File: src/rtl/serial_word_complementer.sv
// serial_word_complementer: framed LSB-first serial pass / 1's / 2's complementer with overflow flag
module serial_word_complementer #(
    parameter int W = 8
) (
    input  logic       clk,
    input  logic       rst,
    input  logic       in_valid,
    input  logic       in_bit,
    input  logic       in_first,
    input  logic [1:0] mode,
    output logic       out_valid,
    output logic       out_bit,
    output logic       out_first,
    output logic       out_last,
    output logic       ovf,
    output logic       frame_err,
    output logic       busy
);
    localparam int CW = (W > 1) ? $clog2(W) : 1;
    localparam logic [CW-1:0] LAST = CW'(W - 1);

    typedef enum logic {IDLE, ACTIVE} state_t;

    state_t        state_q;
    logic [CW-1:0] count_q;
    logic          carry_q;
    logic          zeros_q;
    logic [1:0]    mode_q;

    logic          accept;
    logic          start;
    logic [CW-1:0] idx;
    logic [1:0]    m;
    logic          c;
    logic          z;
    logic          last;
    logic          twos;
    logic          r;
    logic          carry_d;
    logic          zeros_d;
    logic          ovf_d;

    // An in_first while ACTIVE restarts the word in place, so every per-word term switches on start.
    assign accept  = in_valid && (in_first || state_q == ACTIVE);
    assign start   = accept && in_first;
    assign idx     = start ? '0 : count_q;
    assign m       = start ? mode : mode_q;
    assign c       = start ? 1'b1 : carry_q;
    assign z       = start ? 1'b1 : zeros_q;
    assign last    = idx == LAST;
    assign twos    = m == 2'b10;
    assign r       = twos ? (~in_bit ^ c) : (m == 2'b01) ? ~in_bit : in_bit;
    assign carry_d = ~in_bit & c;
    assign zeros_d = z & (last | ~in_bit);
    assign ovf_d   = last & twos & z & in_bit;
    assign busy    = state_q == ACTIVE;

    always_ff @(posedge clk) begin
        if (rst) begin
            state_q   <= IDLE;
            count_q   <= '0;
            carry_q   <= 1'b0;
            zeros_q   <= 1'b0;
            mode_q    <= 2'b00;
            out_valid <= 1'b0;
            out_bit   <= 1'b0;
            out_first <= 1'b0;
            out_last  <= 1'b0;
            ovf       <= 1'b0;
            frame_err <= 1'b0;
        end else begin
            out_valid <= accept;
            out_bit   <= accept & r;
            out_first <= start;
            out_last  <= accept & last;
            ovf       <= accept & ovf_d;
            frame_err <= start && state_q == ACTIVE;
            if (accept) begin
                mode_q  <= m;
                carry_q <= carry_d;
                zeros_q <= zeros_d;
                count_q <= last ? '0 : idx + CW'(1);
                state_q <= last ? IDLE : ACTIVE;
            end
        end
    end
endmodule

File: config.mk
export PLATFORM = sky130hd
export DESIGN_NAME = serial_word_complementer
export DESIGN_NICKNAME = d
export VERILOG_FILES = /design/src/rtl/serial_word_complementer.sv
export SDC_FILE = /design/constraint.sdc
export NUM_CORES = 1
export LEC_CHECK = 0
export CORE_MARGIN = 2
export CORE_UTILIZATION = 40
export DETAILED_ROUTE_END_ITERATION = 12
export PLACE_DENSITY = 0.64
export REMOVE_ABC_BUFFERS = 1
export SYNTH_ARGS = -nofsm -noshare
export SYNTH_HDL_FRONTEND = slang
export SYNTH_SLANG_ARGS = --single-unit
File: constraint.sdc
create_clock -name clk -period 1.3 [get_ports clk]
set_input_delay 0.13 -clock clk [delete_from_list [all_inputs] [get_ports clk]]
set_output_delay 0.13 -clock clk [all_outputs]
set_load 0.02 [all_outputs]
==> impl_metrics.ini <==
[timing]
fin_crit_ns = 1.210
skew_ns = 0.005640
finalHoldViolCount = 0
slew_headroom_pct = 83.99
drv_slew = 0
tightest_slew_ns = 0.2397
grt_setup_unrepaired = false
fin_crit_sh_pct = 93.09
max_freq_mhz = 826.4
setup_viol = 0
holdWs_ns = 0.3988

[cells_and_area]
final_cells = 106
fin_util_pct = 59.44
largest_reg_flops = 3
fin_nets = 101
multi_input_area_um2 = 340.3
register_area_um2 = 280.3
regMostFlops = count_q
top_regs = count_q (3), mode_q (2)
drive_gt1_share_pct = 22.22
n_antenna_cell = 0
syn2layout_area_growth_pct = 41.50
n_fill_cell = 147

[logic_synthesis]
seq_area_frac_synth_pct = 45.34
ys_types = 24
syn_area_um2 = 618.1
synth_top_area_cell = dfxtp_1
synthTopCellsByArea = dfxtp_1, ha_1, and2_1, a21oi_1, mux2i_1
synth_cells = 66
ys_seq_elements = 14
synth_warnings = 0
synth_top_cell_area_share_pct = 45.34
avgSynthCellArea_um2 = 9.365

[setup_path]
cp.depth = 1
worstPathMaxFanout = 6
critPathTopFamily = flip-flops
arrival_ns = 1.08
cp.required_ns = 1.17
cp_slowest_cell = dfxtp_1
path_buf_inv = 1
startpoint_type = register
critPathLaunch = busy$_SDFFE_PP0P_
endpoint = busy
ff2ff_path_depth = 5
rrSetupSlack_ns = 0.10
criticalPathCategory = register to primary output
crit_path_max_incr_delay_ns = 0.44
reg2reg_from = count_q[0]$_SDFFE_PP0P_
path_cells = dlygate4sd2_1
endpoint_kind = primary output
r2r-end = zeros_q$_SDFFE_PP0P_

[global_routing]
antenna_found_initial = 0
grt_pass1_wl_um = 2125
grt_pass1_vias = 509
grtUsageTotal_pct = 15.68
grt-ovfl-total = 0
grt_max_degree = 10

[cts]
cts_tree = built
cts_buffers = 3
cts_sinks = 14
cts_hold_buf = 0
cts.clk_slew.worst_paths_ns = 0.08
ctsLongestPathBuffers = 2
h-tree-depth = 1
cts_root_buffer = clkbuf_4
worst_skew_pair.late_latency_ns = 0.28

[routing]
drt_wl_total_um = 1283
via_count = 533
drt_iter0_markers = 5
drt-pass1-iter-count = 4
vias_per_cell = 5.028
ant_nets = 0
drc = 0
post_drt_wl_per_cell_um = 12.10

[placement]
io_buffer_count = 13
dp_cells = 102
dp_hpwl_um = 912.4
gp_congestion = 0.7312

[die]
die_h_um = 43.31
core_um2 = 1471
die_area_um2 = 1876
start_util_pct = 42.01
row_count = 14
ios = 14
dieWidth_um = 43.31

[pwr]
irDropWorstVdd_mv = 0.5532
power_leakage_nw = 0.4118
power_density_nw_per_um2 = 1044
total_power_uw = 912.7

[run]
cap_violations = 0

[min_path]
hold_path_class = primary input to register

[status]
status = completed
## routing by layer
metal,GRT usage [%],share of wire [%],vias to the layer above
met5,0,0,-
met4,9.091,0,0
met3,5.106,4.1,0
met2,26.57,48,12
met1,16.93,48,244
li1,-,-,277
## cell families after synthesis
logic type | synth area share (%)
buffers and inverters | 2.833
muxes | 8.502
adders and majority gates | 6.074
xor gates and xnor gates | 1.417
DFF | 45.34
AOI/OAI and AO/OA | 11.94
and+or+nand+nor | 23.89
## per-stage QoR
| step | TNS, ns | instance area (µm²) | worst slack [ns] |
|---|---|---|---|
| 2_1_floorplan | 0 | 604.3 | 0.1023 |
| 3_3_place_gp | -2.646 | 829.5 | -0.3990 |
| 3_5_place_dp | -2.780 | 829.5 | -0.4361 |
| 4_1_cts | 0 | 874.6 | 0.07441 |
| 5_1_grt | 0 | 874.6 | 0.01686 |
| 6_report | 0 | 874.6 | 0.08986 |
## how the worst min path moves through the flow
stage                            startpoint                       to  slack [ns]  cells after the start
CTS                                in_valid        busy$_SDFFE_PP0P_        0.38                      3
global placement       carry_q$_SDFFE_PP0P_     carry_q$_SDFFE_PP0P_        0.48                      2
global route                       in_valid        busy$_SDFFE_PP0P_        0.40                      3
detailed placement  count_q[2]$_SDFFE_PP0P_  count_q[2]$_SDFFE_PP0P_        0.49                      2
floorplan                               rst   mode_q[0]$_SDFFE_PP0P_        0.20                      1
finish                             in_valid        busy$_SDFFE_PP0P_        0.40                      3
## cells in the final DEF, fill, tap and decap left out
master           netlist  final
a211oi_1               2      1
a211oi_2               0      1
a21boi_1               1      1
a21oi_1                6      6
and2_1                 5      5
and3_1                 1      1
and3b_1                1      1
buf_4                  0     10
clkbuf_4               0      3
clkbuf_8               0      1
clkdlybuf4s50_1        0      4
dfxtp_1               14     14
dlygate4sd2_1          0      9
ha_1                   3      1
ha_2                   0      1
ha_4                   0      1
inv_1                  1      1
mux2i_1                3      3
mux4_2                 1      1
nand2_1                3      3
nand2_2                1      1
nand2b_1               4      4
nand3_1                3      3
nor2_1                 6      6
nor2b_1                1      1
nor3_1                 3      3
o21a_1                 1      1
o21ai_1                1      1
o21ai_2                1      1
xor2_1                 1      1
## cell type report
cell class | instances | area share (%)
Clock buffer | 4 | 4.149
Multi-Input combinational cell | 48 | 38.91
Timing Repair Buffer | 23 | 22.17
Tap cell | 16 | 2.289
Inverter | 1 | 0.4292
Sequential cell | 14 | 32.05
## cell usage after synthesis (all sizes together)
cell type  number
a21boi          1
dfxtp          14
and3b           1
nor2            6
mux4            1
a211oi          2
a21oi           6
o21ai           2
ha              3
and2            5
xor2            1
clkbuf          1
nor2b           1
inv             1
nand2b          4
and3            1
nand3           3
mux2i           3
nor3            3
nand2           4
o21a            1
buf             2
## power by group
| group | total [mW] | internal (mW) | switching, mW |
|---|---|---|---|
| Combinational | 0.140 | 0.0739 | 0.0663 |
| Sequential | 0.456 | 0.445 | 0.0111 |
| Clock | 0.317 | 0.170 | 0.146 |
| Total | 0.913 | 0.689 | 0.224 |
## timing repair
action	in CTS	in global routing
endpoints found under the setup margin	12	0
buffers inserted	0	0
gates resized for setup	13	0
## tightest hold or removal path: stages
cell and delay, ns:
dlygate4sd2_1 0.25, buf_4 0.17, a211oi_1 0.08
Power figures use the tool's default switching activity.
